$ cat src/rtl/step_arbiter.sv
// Round-robin arbiter that grants a shared up/down step register to one of two
// requesters and sequences the requested number of steps, one per clock.
module step_arbiter #(
    parameter int unsigned WIDTH = 4,
    parameter int unsigned CNT_W = 4
) (
    input  logic             clk,
    input  logic             reset,
    input  logic             req0,
    input  logic             dir0,
    input  logic [CNT_W-1:0] steps0,
    input  logic             req1,
    input  logic             dir1,
    input  logic [CNT_W-1:0] steps1,
    output logic             gnt0,
    output logic             gnt1,
    output logic             busy,
    output logic             done,
    output logic             Y,
    output logic [WIDTH-1:0] Q
);

    typedef enum logic [1:0] {
        IDLE = 2'd0,
        RUN  = 2'd1,
        DONE = 2'd2
    } state_t;

    state_t             state_q, state_d;
    logic [WIDTH-1:0]   q_q, q_d;
    logic [CNT_W-1:0]   rem_q, rem_d;
    logic               y_q, y_d;
    logic               gnt0_q, gnt0_d;
    logic               gnt1_q, gnt1_d;
    logic               busy_q, busy_d;
    logic               done_q, done_d;
    logic               last_q, last_d;
    logic               pick0, pick1;
    logic               owner_req;

    // last_q=1 means requester 1 was served last, so requester 0 wins a tie.
    assign pick0     = req0 & (~req1 | last_q);
    assign pick1     = req1 & (~req0 | ~last_q);
    assign owner_req = gnt0_q ? req0 : req1;

    always_comb begin
        state_d = state_q;
        q_d     = q_q;
        rem_d   = rem_q;
        y_d     = y_q;
        gnt0_d  = gnt0_q;
        gnt1_d  = gnt1_q;
        busy_d  = busy_q;
        done_d  = 1'b0;
        last_d  = last_q;

        case (state_q)
            IDLE: begin
                gnt0_d = 1'b0;
                gnt1_d = 1'b0;
                busy_d = 1'b0;
                if (pick0 || pick1) begin
                    gnt0_d = pick0;
                    gnt1_d = pick1;
                    last_d = pick1;
                    y_d    = pick1 ? dir1 : dir0;
                    rem_d  = pick1 ? steps1 : steps0;
                    busy_d = 1'b1;
                    if (rem_d == '0) begin
                        state_d = DONE;
                        done_d  = 1'b1;
                    end else begin
                        state_d = RUN;
                    end
                end
            end
            RUN: begin
                if (!owner_req) begin
                    // Abort: the owner withdrew, so this edge applies no step.
                    state_d = IDLE;
                    gnt0_d  = 1'b0;
                    gnt1_d  = 1'b0;
                    busy_d  = 1'b0;
                end else begin
                    q_d   = y_q ? q_q + WIDTH'(1) : q_q - WIDTH'(1);
                    rem_d = rem_q - CNT_W'(1);
                    if (rem_q == CNT_W'(1)) begin
                        state_d = DONE;
                        done_d  = 1'b1;
                    end
                end
            end
            DONE: begin
                state_d = IDLE;
                gnt0_d  = 1'b0;
                gnt1_d  = 1'b0;
                busy_d  = 1'b0;
            end
            default: begin
                state_d = IDLE;
                gnt0_d  = 1'b0;
                gnt1_d  = 1'b0;
                busy_d  = 1'b0;
            end
        endcase
    end

    always_ff @(posedge clk or posedge reset) begin
        if (reset) begin
            state_q <= IDLE;
            q_q     <= '0;
            rem_q   <= '0;
            y_q     <= 1'b0;
            gnt0_q  <= 1'b0;
            gnt1_q  <= 1'b0;
            busy_q  <= 1'b0;
            done_q  <= 1'b0;
            last_q  <= 1'b1;
        end else begin
            state_q <= state_d;
            q_q     <= q_d;
            rem_q   <= rem_d;
            y_q     <= y_d;
            gnt0_q  <= gnt0_d;
            gnt1_q  <= gnt1_d;
            busy_q  <= busy_d;
            done_q  <= done_d;
            last_q  <= last_d;
        end
    end

    assign gnt0 = gnt0_q;
    assign gnt1 = gnt1_q;
    assign busy = busy_q;
    assign done = done_q;
    assign Y    = y_q;
    assign Q    = q_q;

endmodule

$ cat config.mk
export PLATFORM = sky130hd
export DESIGN_NAME = step_arbiter
export DESIGN_NICKNAME = d
export VERILOG_FILES = /design/src/rtl/step_arbiter.sv
export SDC_FILE = /design/constraint.sdc
export NUM_CORES = 1
export LEC_CHECK = 0
export ABC_AREA = 1
export BUFFER_PORTS_ARGS = -buffer_cell sky130_fd_sc_hd__buf_4
export CORE_MARGIN = 5
export CORE_UTILIZATION = 46
export DETAILED_ROUTE_END_ITERATION = 6
export HOLD_SLACK_MARGIN = 0.06
export PLACE_DENSITY_LB_ADDON = 0.25
export SKIP_LAST_GASP = 1
export SYNTH_ARGS = -nofsm -noshare
export SYNTH_HDL_FRONTEND = slang
export SYNTH_SLANG_ARGS = --single-unit
$ cat constraint.sdc
create_clock -name clk -period 1.2 [get_ports clk]
set_input_delay 0.24 -clock clk [delete_from_list [all_inputs] [get_ports clk]]
set_output_delay 0.24 -clock clk [all_outputs]
set_load 0.02 [all_outputs]
==> flow_summary.ini, run 1 <==
[outcome]
status = finished with violations
failed_checks = negative setup slack

[critical_path]
crit_fanout = 6
start_kind = flip-flop
worst_path_most_repeated_cell = nand2_1
cp-end-kind = flip-flop
cp.depth = 7
crit_arrival_ns = 1.42
worst-path-buf-inv = 0
worstReg2RegStart = last_q
r2r_cells = 7
critPathTopFamily = flip-flops
critical_path.startpoint = last_q
cp.required_ns = 1.39
worstSetupPathType = reg -> reg
timing.rr.end = state_q[0]
crit_chain = nand2_4 -> nand3_1 -> nand2_2 -> nor2_2 -> nand2_1 -> nand2_1 -> nand2_1
crit_slowest_cell = dfstp_2
critPathMaxStageDelay_ns = 0.57
r2r_slack_ns = -0.04

[detailed_routing]
wl_per_cell_um = 12.3
initialDrtViolationCount = 14
ant_nets = 0
vias = 883
drt_drc_violations_left = 0
dr.pass1.iters = 4
avgViaCountPerCell = 4.77
drt-total-wl_um = 2280

[synthesis]
synth_top_area_cell = dfrtp_1
synth_area_leaders = dfrtp_1 39%, nand2_1 18%, nand3_1 6.8%
synth.area.mux_share = 0
yosys.area_share.xor_xnor = 0.0273
synth_compound_area_frac = 0.0885
ys_ff_latch = 16
yosysWarnings = 0
synth_top_cell_area_share = 0.391
synth_cells = 122
synth.yosys.seq_area_share = 0.418
synth_nets = 141
synth_cell_types = 23
avgSynthCellArea_um2 = 7.88
netlist_area_um2 = 961
synth_fa_ha_area_frac = 0.0729
synth_top_family_by_area = simple AND/OR/NAND/NOR gates
yosys.area_share.simple = 0.328

[layout]
fin_area_um2 = 1380
syn2layout_area_growth_pct = 44.0
drive_gt1_frac = 0.449
multiInputGateArea_um2 = 588
stdcell_count = 185
final_util = 0.698
diodes = 0
seq_area_um2 = 407
n_fill_cell = 169
fin_nets = 178

[grt]
grt_overflow = 0
grt_pass1_vias = 888
grt_max_degree = 17
antenna_found_initial = 0
track_usage = 0.142
grt_pass1_wl_um = 3560

[floorplanning]
die_h_um = 55.7
start_util = 0.485
die_area_um2 = 3100
fp-row-count = 16
pin_count = 23
core_um2 = 1980
dieWidth_um = 55.7

[min_path]
holdPathStages = 3
holdCritPathClass = in -> reg
min_to = Y
hold_path_startpoint = dir0

[timing]
hold_viol_final = 0
setup_slack_ns = -0.0354
skew_ns = 0.0132
fmax_mhz = 809
rsz0062_at_grt = true
finalCritPeriodShare = 1.03
finalCriticalPeriod_ns = 1.24
finalMaxSlewViolations = 0
worstMarginPinSlew_ns = 0.242
hold_ws_ns = 0.218
slew-limit-headroom = 0.838
finalSetupViolCount = 6

[pwr]
p_leak_nw = 0.717
power_density_nw_per_um2 = 2710
peakVddDrop_v = 0.00156

[clocking]
path_clk_slew_ns = 0.11
cts_buffer_depth = 2
tritoncts.num_buffers = 3
clock-sinks = 16
insertion_delay_ns = 0.30
root_buffer = clkbuf_4
h-tree-depth = 1
cts_tree = done

[place]
gp_congestion = 0.799
io_buffers = 22
dp.cells = 176
postPlaceCellArea_um2 = 1220
dp_hpwl_um = 1680

[job]
cap_violations = 0
routing by layer:
layer  routed length, µm  track usage  vias to the layer above  part of all wire
met5                   0            0                        -                 0
met1                 973        0.155                      408              0.43
li1                    -            -                      458                 -
met4                   7       0.0486                        0            0.0031
met2                1230        0.270                       15              0.54
met3                  75       0.0232                        2             0.033
per-stage QoR:
| stage | power [mW] | TNS, ns | setup slack (ns) |
|---|---|---|---|
| finish | 3.75 | -0.130 | -0.0354 |
| floorplan | 2.41 | -0.0261 | -0.0256 |
| global placement | 2.98 | -0.0177 | -0.0132 |
| CTS | 3.60 | -0.0923 | -0.0263 |
| detailed placement | 3.08 | -0.0744 | -0.0277 |
| global route | 4.06 | -0.652 | -0.136 |
where the power goes:
| group | switching (mW) | leakage (nW) | internal, mW |
|---|---|---|---|
| Clock | 0.188 | 0.0210 | 0.185 |
| Sequential | 0.235 | 0.193 | 0.810 |
| Combinational | 1.26 | 0.503 | 1.07 |
Yosys cell counts:
cell type  count
a21oi_1        2
buf_6          1
dfrtp_1       15
dfstp_2        1
fa_1           1
ha_1           4
inv_1          9
inv_2          3
inv_4          1
nand2_1       46
nand2_2        2
nand2_4        2
nand3_1       13
nand4_1        1
nor2_1         5
nor2_4         1
o21ai_0        6
o21ai_1        1
o21ai_2        2
o21ai_4        1
o22ai_1        1
or2_1          1
xnor2_1        3
what timing repair did:
item | 4_1_cts | 5_1_grt
endpoints found under the hold margin | 15 | 0
buffers inserted | 3 | 1
hold buffers | 1 | 0
cloned | 0 | 0
gates resized for setup | 9 | 16
pin swaps | 0 | 6
endpoints found under the setup margin | 8 | 16
layout make-up:
cell class | count | share of cell area
tap | 27 | 0.0244
timing repair buffer | 33 | 0.192
inverter | 13 | 0.0389
multi-input combinational | 92 | 0.425
sequential | 16 | 0.294
clock buffer | 4 | 0.0262
cells in the final DEF, fill, tap and decap left out, types with 2 or more instances in the layout:
cell and count:
nand2_1 38, buf_4 28, dfrtp_1 11, nand3_1 10
nand2_2 8, inv_1 8, o21ai_0 5, dfrtp_2 4
nand2_4 4, buf_6 4, nand3_2 3, inv_2 3
xnor2_1 3, ha_1 3, clkbuf_4 3, nor2_2 2
nor2_4 2, o21ai_4 2, inv_4 2, o21ai_1 2
nor2_1 2
sequential cells by signal, summed over array words and instances (netlist names):
register / cells
state_q: 2
gnt1: 1
rem_q: 4
gnt0: 1
last_q: 1
done: 1
Y: 1
busy: 1
Q: 4
logic make-up (layout without fill, tap and decap cells):
logic type               count (synthesis)  after routing
AND/OR/NAND/NOR                         71             71
adder cells (fa/ha/maj)                  5              5
flip-flops                              16             16
buffers and inverters                   14             50
AO/OA/AOI/OAI                           13             13
XOR/XNOR                                 3              3
worst max path at each step:
stage	slack [ns]	endpoint
6_report	-0.04	state_q[0]
5_1_grt	-0.14	state_q[0]
4_1_cts	-0.03	Q[3]
3_5_place_dp	-0.03	state_q[0]
3_3_place_gp	-0.01	done
2_1_floorplan	-0.03	Q[3]
worst register-to-register path, stage by stage (launching register included):
cell and delay (ns):
dfstp_2 0.57, nand2_4 0.08, nand3_1 0.10, nand2_2 0.08, nor2_2 0.11, nand2_1 0.07, nand2_1 0.06, nand2_1 0.05
No activity file was read; power rests on OpenSTA's default activity.
==> run 2, diff against run 1 <==
- CAP_MARGIN: default -> 10
- CORE_ASPECT_RATIO: default -> 0.8
==> flow_summary.ini, run 2 (synthesized netlist as in run 1, its figures left out) <==
[outcome]
status = finished with violations
failed_checks = negative setup slack

[place]
gp_congestion = 0.834
dp.cells = 174
io_buffers = 22
dp_hpwl_um = 1680

[clocking]
insertion_delay_ns = 0.29
path_clk_slew_ns = 0.10
h-tree-depth = 1
tritoncts.num_buffers = 3
root_buffer = clkbuf_4
clock-sinks = 16
cts_tree = done
cts_buffer_depth = 2

[floorplanning]
die_area_um2 = 3110
fp-row-count = 14
dieWidth_um = 61.1
pin_count = 23
core_um2 = 1930
start_util = 0.499
die_h_um = 50.9

[pwr]
p_leak_nw = 0.734
power_density_nw_per_um2 = 2780
peakVddDrop_v = 0.00205

[critical_path]
crit_chain = inv_4 -> ha_4 -> a21oi_4 -> nand2_1 -> nand2_1 -> nand2_1 -> nand2_1 -> nand2_1
critPathMaxStageDelay_ns = 0.44
cp-end-kind = flip-flop
cp.required_ns = 1.40
start_kind = flip-flop
crit_slowest_cell = dfrtp_2
worst_path_most_repeated_cell = nand2_1
crit_fanout = 4
crit_arrival_ns = 1.44
worstSetupPathType = reg -> reg

[detailed_routing]
drt-total-wl_um = 2430
initialDrtViolationCount = 29
drt_drc_violations_left = 0
dr.pass1.iters = 6
wl_per_cell_um = 13.3
ant_nets = 0
avgViaCountPerCell = 5.11
vias = 936

[layout]
syn2layout_area_growth_pct = 46.2
drive_gt1_frac = 0.459
multiInputGateArea_um2 = 606
seq_area_um2 = 407
diodes = 0
stdcell_count = 183
fin_nets = 179
mostFrequentLayoutCell = nand2_1
final_cell_mix = 41 x nand2_1, 29 x buf_4, 11 x dfrtp_1
final_util = 0.729
n_fill_cell = 140

[timing]
fmax_mhz = 804
finalSetupViolCount = 4
slew-limit-headroom = 0.830
finalMaxSlewViolations = 0
skew_ns = 0.00666
setup_slack_ns = -0.0437
worstMarginPinSlew_ns = 0.256
finalCritPeriodShare = 1.04
finalCriticalPeriod_ns = 1.24
rsz0062_at_grt = true
hold_viol_final = 0

[grt]
grt_overflow = 0
grt_pass1_vias = 871
grt_max_degree = 17
antenna_found_initial = 0
grt_pass1_wl_um = 3950
track_usage = 0.169

[job]
cap_violations = 0

[min_path]
holdCritPathClass = in -> reg
-- run 2: cell count changes in the layout (fill, tap and decap cells not counted), moves of 2 or more --
cell / change
nand3_2: +2
nand2_1: +3
nand3_1: -2
nand2_2: -5
nand2_4: +2
-- run 2: power by group --
part / internal (mW) / switching [mW] / leakage, nW / total, mW
combinational: 1.15 / 1.35 / 0.520 / 2.50
sequential: 0.811 / 0.222 / 0.193 / 1.03
clock: 0.185 / 0.179 / 0.0210 / 0.364
total: 2.14 / 1.76 / 0.734 / 3.90
-- run 2: final cells by class --
class / instances / share of cell area
tap: 24 / 0.0214
inverter: 13 / 0.0383
timing repair buffer: 34 / 0.194
sequential: 16 / 0.289
clock buffer: 4 / 0.0258
multi-input combinational: 92 / 0.431
-- run 2: per-stage QoR --
stage          worst slack (ns)  power, mW  TNS (ns)  area, µm²  hold slack [ns]
2_1_floorplan           -0.0256       2.41   -0.0261        986            0.153
3_3_place_gp             0.0141       3.01         0       1220            0.268
3_5_place_dp            -0.0269       3.07   -0.0269       1220            0.268
4_1_cts                 -0.0419       3.62    -0.100       1320            0.212
5_1_grt                  -0.108       4.24    -0.668       1410            0.227
6_report                -0.0437       3.90   -0.0752       1410            0.223
-- run 2: final timing paths --
kind	start	slack [ns]	cells past startpoint	endpoint
min reg2reg	busy	0.49	2	busy
min	dir0	0.22	3	Y
max	Y	-0.04	8	Q[3]
min in group asynchronous	reset	0.49	4	rem_q[2]
max reg2reg	Y	-0.04	8	Q[3]
max in group asynchronous	reset	0.45	4	last_q
-- run 2: layer usage --
layer / global-route usage / part of all wire
met1: 0.240 / 0.47
met2: 0.255 / 0.46
met3: 0.0479 / 0.058
met4: 0.0325 / 0.0074
met5: 0 / 0
-- run 2: worst max-delay path, delay by kind of cell, from the launching register on --
family                   cells  cell delay [ns]
adder cells (fa/ha/maj)      1             0.22
AO/OA/AOI/OAI                1             0.12
flip-flops                   1             0.44
buffers and inverters        1             0.09
AND/OR/NAND/NOR              5             0.28
-- run 2: repair_timing --
action / CTS / global route
hold buffers: 1 / 0
pin swaps: 2 / 6
endpoints found under the setup margin: 7 / 16
gates cloned: 0 / 0
buffers inserted: 3 / 1
gates resized for setup: 7 / 21
endpoints found under the hold margin: 15 / 0
